### src/rtl/if_fetch_unit_pkg.sv
// Shared types and constants for the instruction-fetch unit.
// Optional perf counters in the top are enabled with IF_PERF_CNT_EN.
package FetchPkg;

  localparam int unsigned XLEN  = 32;
  localparam int unsigned OPC_W = 6;

  localparam logic [XLEN-1:0] RESET_PC = 32'h0000_0000;

  typedef enum logic [1:0] {
    FETCH = 2'd0,
    WAIT  = 2'd1,
    HOLD  = 2'd2
  } fetch_state_e;

  // Branch displacement: sign-extended 16-bit word offset turned into bytes
  function automatic logic [XLEN-1:0] sext_imm16_x4(input logic [15:0] imm);
    return {{14{imm[15]}}, imm, 2'b00};
  endfunction

endpackage

### src/rtl/if_fetch_unit_npc_calc.sv
// Next-PC selection for the held instruction: jump beats a taken beq,
// otherwise sequential. All arithmetic wraps modulo 2^32.
module npc_calc
  import FetchPkg::*;
(
  input  logic [XLEN-1:0] pc_plus4,
  input  logic [XLEN-1:0] instr,
  input  logic            is_beq,
  input  logic            jmp,
  input  logic            alu_zero,
  output logic [XLEN-1:0] next_pc
);

  // Opcode bits are decoded elsewhere; they take no part in target formation
  logic unused_opcode_bits;
  assign unused_opcode_bits = ^instr[31:26];

  always_comb begin
    next_pc = pc_plus4;
    if (jmp) begin
      next_pc = {pc_plus4[31:28], instr[25:0], 2'b00};
    end else if (is_beq && alu_zero) begin
      next_pc = pc_plus4 + sext_imm16_x4(instr[15:0]);
    end
  end

endmodule

### src/rtl/if_fetch_unit.sv
// Multi-cycle instruction fetch: FETCH/WAIT request the word at pc, HOLD
// presents it until exec_done. Define IF_PERF_CNT_EN for retire/wait counters.
module if_fetch_unit
  import FetchPkg::*;
(
  input  logic             clk,
  input  logic             rst,
  output logic             imem_req,
  output logic [XLEN-1:0]  imem_addr,
  input  logic             imem_ready,
  input  logic [XLEN-1:0]  imem_rdata,
  output logic [XLEN-1:0]  instr,
  output logic [OPC_W-1:0] opcode,
  output logic             instr_valid,
  output logic [XLEN-1:0]  pc,
  output logic [XLEN-1:0]  pc_plus4,
  input  logic             is_beq,
  input  logic             jmp,
  input  logic             alu_zero,
  input  logic             exec_done
`ifdef IF_PERF_CNT_EN
  ,
  output logic [XLEN-1:0]  retired_cnt,
  output logic [XLEN-1:0]  wait_cnt
`endif
);

  fetch_state_e    state_q, state_d;
  logic [XLEN-1:0] pc_q, pc_d;
  logic [XLEN-1:0] pc_plus4_q, pc_plus4_d;
  logic [XLEN-1:0] instr_q, instr_d;
  logic            valid_q, valid_d;
  logic [XLEN-1:0] next_pc;

  npc_calc u_npc_calc (
    .pc_plus4 (pc_plus4_q),
    .instr    (instr_q),
    .is_beq   (is_beq),
    .jmp      (jmp),
    .alu_zero (alu_zero),
    .next_pc  (next_pc)
  );

  // Next-state and datapath update
  always_comb begin
    state_d = state_q;
    pc_d    = pc_q;
    instr_d = instr_q;
    unique case (state_q)
      FETCH, WAIT: begin
        if (imem_ready) begin
          instr_d = imem_rdata;
          state_d = HOLD;
        end else begin
          state_d = WAIT;
        end
      end
      HOLD: begin
        if (exec_done) begin
          pc_d    = next_pc;
          state_d = FETCH;
        end
      end
      default: state_d = FETCH;
    endcase
    pc_plus4_d = pc_d + XLEN'(4);
    valid_d    = (state_d == HOLD);
  end

  always_ff @(posedge clk) begin
    if (rst) begin
      state_q    <= FETCH;
      pc_q       <= RESET_PC;
      pc_plus4_q <= RESET_PC + XLEN'(4);
      instr_q    <= '0;
      valid_q    <= 1'b0;
    end else begin
      state_q    <= state_d;
      pc_q       <= pc_d;
      pc_plus4_q <= pc_plus4_d;
      instr_q    <= instr_d;
      valid_q    <= valid_d;
    end
  end

  // Request is a state decode, masked while reset is held
  assign imem_req    = (state_q != HOLD) && !rst;
  assign imem_addr   = pc_q;
  assign instr       = instr_q;
  assign opcode      = instr_q[31:26];
  assign instr_valid = valid_q;
  assign pc          = pc_q;
  assign pc_plus4    = pc_plus4_q;

`ifdef IF_PERF_CNT_EN
  logic [XLEN-1:0] retired_q, retired_d;
  logic [XLEN-1:0] wait_q, wait_d;

  always_comb begin
    retired_d = retired_q;
    wait_d    = wait_q;
    if ((state_q == HOLD) && exec_done) begin
      retired_d = retired_q + XLEN'(1);
    end
    if ((state_q == WAIT) && !imem_ready) begin
      wait_d = wait_q + XLEN'(1);
    end
  end

  always_ff @(posedge clk) begin
    if (rst) begin
      retired_q <= '0;
      wait_q    <= '0;
    end else begin
      retired_q <= retired_d;
      wait_q    <= wait_d;
    end
  end

  assign retired_cnt = retired_q;
  assign wait_cnt    = wait_q;
`endif

endmodule

### config.mk
export PLATFORM = sky130hd
export DESIGN_NAME = if_fetch_unit
export DESIGN_NICKNAME = d
export VERILOG_FILES = /design/src/rtl/if_fetch_unit_pkg.sv /design/src/rtl/if_fetch_unit_npc_calc.sv /design/src/rtl/if_fetch_unit.sv
export SDC_FILE = /design/constraint.sdc
export NUM_CORES = 1
export LEC_CHECK = 0
export ABC_AREA = 1
export CAP_MARGIN = 10
export CORE_MARGIN = 3
export CORE_UTILIZATION = 49
export CTS_CLUSTER_SIZE = 8
export DETAILED_ROUTE_END_ITERATION = 16
export PLACE_DENSITY = 0.79
export SLEW_MARGIN = 10
export SYNTH_ARGS = -nofsm -noshare
export SYNTH_HDL_FRONTEND = slang
export SYNTH_HIERARCHICAL = 1
export SYNTH_SLANG_ARGS = --single-unit
### constraint.sdc
create_clock -name clk -period 7.3 [get_ports clk]
set_input_delay 1.825 -clock clk [delete_from_list [all_inputs] [get_ports clk]]
set_output_delay 1.825 -clock clk [all_outputs]
set_load 0.05 [all_outputs]
; ---- Word level (Yosys, flattened, before mapping)
; Cells that the tools add are included.
[word_totals]
register_bits = 99
latchBits = 0
ram_bits = 0
romBits = 0
in_bits = 39
output_inout_bits = 136
wordCells = 24
memories = 0
[classes]
add_sub_neg = 2
n_mul = 0
n_div = 0
magnitude_cmp = 0
n_eq_ne = 4
shift = 0
muxes = 7
bitwise_logic = 0
reduce_logical = 6
[op_table]
columns = op, n
row1 = two-way mux 32 bit, 4
row2 = "adder 32 x 3 -> 32 bit, second input constant", 1
row3 = adder 32 bit, 1
row4 = "equality test 2 bit, second input constant", 2
row5 = two-way mux 2 bit, 2
row6 = one-hot mux 2 bit (2 select lines), 1
row7 = "equality test 2 x 1 -> 1 bit, second input constant", 1
row8 = logical AND 1 bit, 2
row9 = zero test 2 bit, 1
row10 = "!= test 2 bit, second input constant", 1
row11 = AND reduction 2 bit, 1
row12 = OR reduction 2 bit, 1
row13 = zero test 1 bit, 1

; ---- Depth between registers and ports, before layout
[depth]
word_depth = 6
mapped_depth = 23
mapped_depth_nobuf = 23

; ---- Modules after synthesis
; Netlist, hierarchy kept.
[modules_own_cells]
columns = mod, n_inst, cells_each, area_each_um2, seq_area_each_um2
row1 = if_fetch_unit, 1, 648, 4474.3, 1941.9
row2 = npc_calc, 1, 557, 2767.7, 0.0

; ---- Least setup slack after synthesis
; No wires, ideal clock.
[synth_path]
path_kind = input port to output port
start = input port rst
end = output port imem_req
arrival_ps = 3074
required_time_ps = 5475
path_slack_ps = 2401
path_stages = 4
n_path_buf = 3
path_cell_list = clkbuf_1 clkbuf_1 clkbuf_1 nor2_1
[synth_between]
elab_chain_len = 2
[synth_rtl]
columns = element, line_no
row1 = from (decl), if_fetch_unit.sv:7  ; input logic rst,
row2 = zero test 1 bit, if_fetch_unit.sv:87  ; assign imem_req = (state_q != HOLD) && !rst;
row3 = logical AND 1 bit, if_fetch_unit.sv:87
row4 = to (decl), if_fetch_unit.sv:8  ; output logic imem_req,
; No other way between the ends.

; ---- Final worst setup path
; Ends and elaborated chain as after synthesis.

==> results.py <==
metrics = {
    "drt": {
        "vias": 7893,
        "drtAntennaViolNets": 0,
        "route.met2.wl_mm": 10.5,
        "drc": 0,
        "wl_mm": 23.4,
        "top_layer": "met4",
        "met1_length_mm": 10.8,
        "viasPerCell": 5.25,
        "dr.pass1.iters": 5,
        "routedWlPerCell_um": 15.6,
        "drt-initial-drc-count": 839,
        "met3_length_mm": 1.74,
    },
    "grt": {
        "grtUsageTotal_pct": 28.4,
        "grt_pass1_vias": 7174,
        "antenna_found_initial": 0,
        "gr-total-overflow": 0,
        "grt_max_degree": 44,
        "grt_first_pass_wirelength_mm": 36.9,
    },
    "finish": {
        "drive_above_1_share_pct": 5.74,
        "antenna_cells": 0,
        "finalNetCount": 1389,
        "final_util_pct": 64.0,
        "syn2layout_area_growth_pct": 25.0,
    },
    "logic_synthesis": {
        "synth-seq-area-share_pct": 26.8,
        "synthSimpleGateAreaFrac_pct": 40.5,
        "synth_edf_count": 0,
        "synth_top_family_by_area": "simple AND/OR/NAND/NOR gates",
        "ys_top_cells_by_count": "380 x nand2_1, 180 x nor2_1, 144 x inv_1, 97 x dfxtp_1, 67 x o21ai_0",
        "async_flop_share_pct": 0,
        "syn_inst": 1205,
        "synthTopCellsByArea": "dfxtp_1 27%, nand2_1 20%, nor2_1 9.3%, inv_1 7.5%, ha_1 5.2%",
        "synth-compound-area-share_pct": 11.6,
        "synthMuxAreaShare_pct": 0.138,
        "yosys_register_bits": 97,
        "synth.largest_area_cell": "dfxtp_1",
        "ys_dominant_reg_cell": "dfxtp_1",
        "synth_area_per_cell_sq_um": 6.01,
        "synth.most_common_cell": "nand2_1",
        "yosysWarningCount": 6,
        "synth_xor_area_share_pct": 0.968,
        "synth_area_sq_um": 7240,
        "ys_types": 39,
        "synth_top_area_share_pct": 26.8,
        "synthesis.nets": 1275,
        "synthAdderAreaFrac_pct": 5.46,
    },
    "floorplan": {
        "core_region_area_sq_um": 14100,
        "rows": 43,
        "initial_core_util_pct": 51.2,
        "ios": 175,
        "die_width_um": 128,
        "fp.dieH_um": 128,
        "dieArea_sq_um": 16300,
    },
    "hold_path": {
        "hold_class": "reg -> reg",
    },
    "setup_path": {
        "cp_data_arrival_time_ps": 3280,
        "cp_cell_sequence": "clkdlybuf4s50_1 > nor2_1 > clkdlybuf4s50_1",
        "cp-start-kind": "primary input",
        "crit_path_end_kind": "output port",
        "crit_fanout": 2,
        "path_buf_inv": 2,
        "max_stage_delay_ps": 830,
        "cp_slowest_cell": "clkdlybuf4s50_1",
        "crit_family": "buffers and inverters",
        "critPathKind": "in -> out",
        "crit_top_cell": "clkdlybuf4s50_1",
        "cp.required_ps": 5480,
    },
    "pwr": {
        "p_clk_share_pct": 33.4,
        "combPwrFrac_pct": 25.0,
        "p_switching_mw": 0.460,
        "p_int_mw": 0.932,
        "irDropWorstVdd_uv": 121,
        "seqPwrFrac_pct": 41.6,
        "swShare_pct": 33.1,
        "p_leak_nw": 4.17,
        "p_per_area_nw_per_um2": 154,
    },
    "placement": {
        "pre_cts_ws_ps": 2200,
        "gp_congestion": 0.988,
        "dpl.hpwl_mm": 18.2,
        "port_buffers": 174,
    },
    "timing": {
        "maxSlewHeadroom_pct": 25.8,
        "setup_violations": 0,
        "setup_ws_ps": 2190,
        "rsz0062_at_grt": "false",
        "tightest_slew_ps": 1110,
        "fin_skew_ps": 8.33,
        "period_share_pct": 69.9,
        "final_hold_viol_count": 0,
        "min_period_ps": 5110,
        "slew_violations": 0,
        "tns_ps": 0,
        "fmax_mhz": 196,
        "whs_ps": 501,
    },
    "flow_run": {
        "drv_cap": 0,
    },
    "clock_network": {
        "clock_sinks": 97,
        "cts_buffers": 9,
        "clockBufferDepth": 2,
        "path_clk_slew_ps": 60,
        "postCtsSetupRepairBufs": 0,
        "cts_tree": "done",
        "ctsHoldBuffers": 0,
        "h-tree-depth": 3,
        "cts_resized": 0,
        "clock_latency_ps": 350,
        "cts_root_buf": "clkbuf_16",
    },
    "status": {
        "status": "complete, no violations",
    },
}
[final timing paths]
kind	startpoint	endpoint	slack [ps]	cells after the start
worst max-delay path	rst	imem_req	2190	3
worst min-delay path	instr[20]	instr[20]	500	2
worst max register to register	instr[15]	pc_plus4[28]	3870	20
worst min register to register	instr[20]	instr[20]	500	2
[worst reg2reg max path: cells and delay by family (launching register included)]
kind          cells  cell delay, ps
simple gates     17            1960
flops             1             850
fa+ha+maj         1             390
buf+inv           2             130
[area by class of cell]
class	instances	area (sq um)
multi-input combinational	881	4250
clock inverter	3	42.5
tap	180	225
sequential	97	1940
timing repair buffer	181	1790
inverter	149	559
clock buffer	12	236
fill	1358	5100
[power by group through the flow]
stage / Combinational (mW) / Clock (mW) / Sequential (mW)
after global routing: 0.375 / 0.488 / 0.582
final: 0.349 / 0.464 / 0.579
after detailed placement: 0.344 / 0 / 0.591
after global placement: 0.342 / 0 / 0.590
after floorplan: 0.168 / 0 / 0.656
after CTS: 0.346 / 0.468 / 0.579
[routing by layer]
layer  global-route usage [%]  vias to the layer above
met5                        0                        -
met4                     6.93                        0
met3                     4.47                       24
met2                     44.9                      328
met1                     40.7                     3574
li1                         -                     3967
[flip-flops by register name, indices dropped and copies added (netlist names)]
name         cells
imem_addr       32
instr           32
state_q          2
instr_valid      1
pc_plus4        30
[cell usage in the layout (no fill, tap or decap), types with 4 or more instances in the layout]
cell type          n
inv_1            144
nor2_1           180
o21ai_1           10
nand2_2           16
nor2_2            13
o21bai_1           4
clkbuf_16          9
nand4_1           31
nand2_1          380
clkdlybuf4s50_1  174
xnor2_1            6
ha_1              30
dfxtp_1           97
buf_4              7
o21a_1            17
o21ai_0           67
nor2_4             7
inv_2              4
a21oi_2            4
a21oi_1           40
nand3_1           48
nand3_2            6
[cells by family (layout without fill, tap and decap cells)]
logic type               count (synthesis)  count (layout)
AO/OA/AOI/OAI                          150             150
flip-flops                              97              97
multiplexers                             1               1
AND/OR/NAND/NOR                        691             691
adder cells (fa/ha/maj)                 31              31
XOR/XNOR                                 8               8
buffers and inverters                  227             345
[stage by stage]
stage	total power, mW	instances	cell area (sq um)
after floorplan	0.824	1205	7240
after global placement	0.932	1488	8770
after detailed placement	0.935	1488	8770
after CTS	1.39	1503	9050
after global routing	1.45	1503	9050
final	1.39	1503	9050
Power figures use the tool's default switching activity.
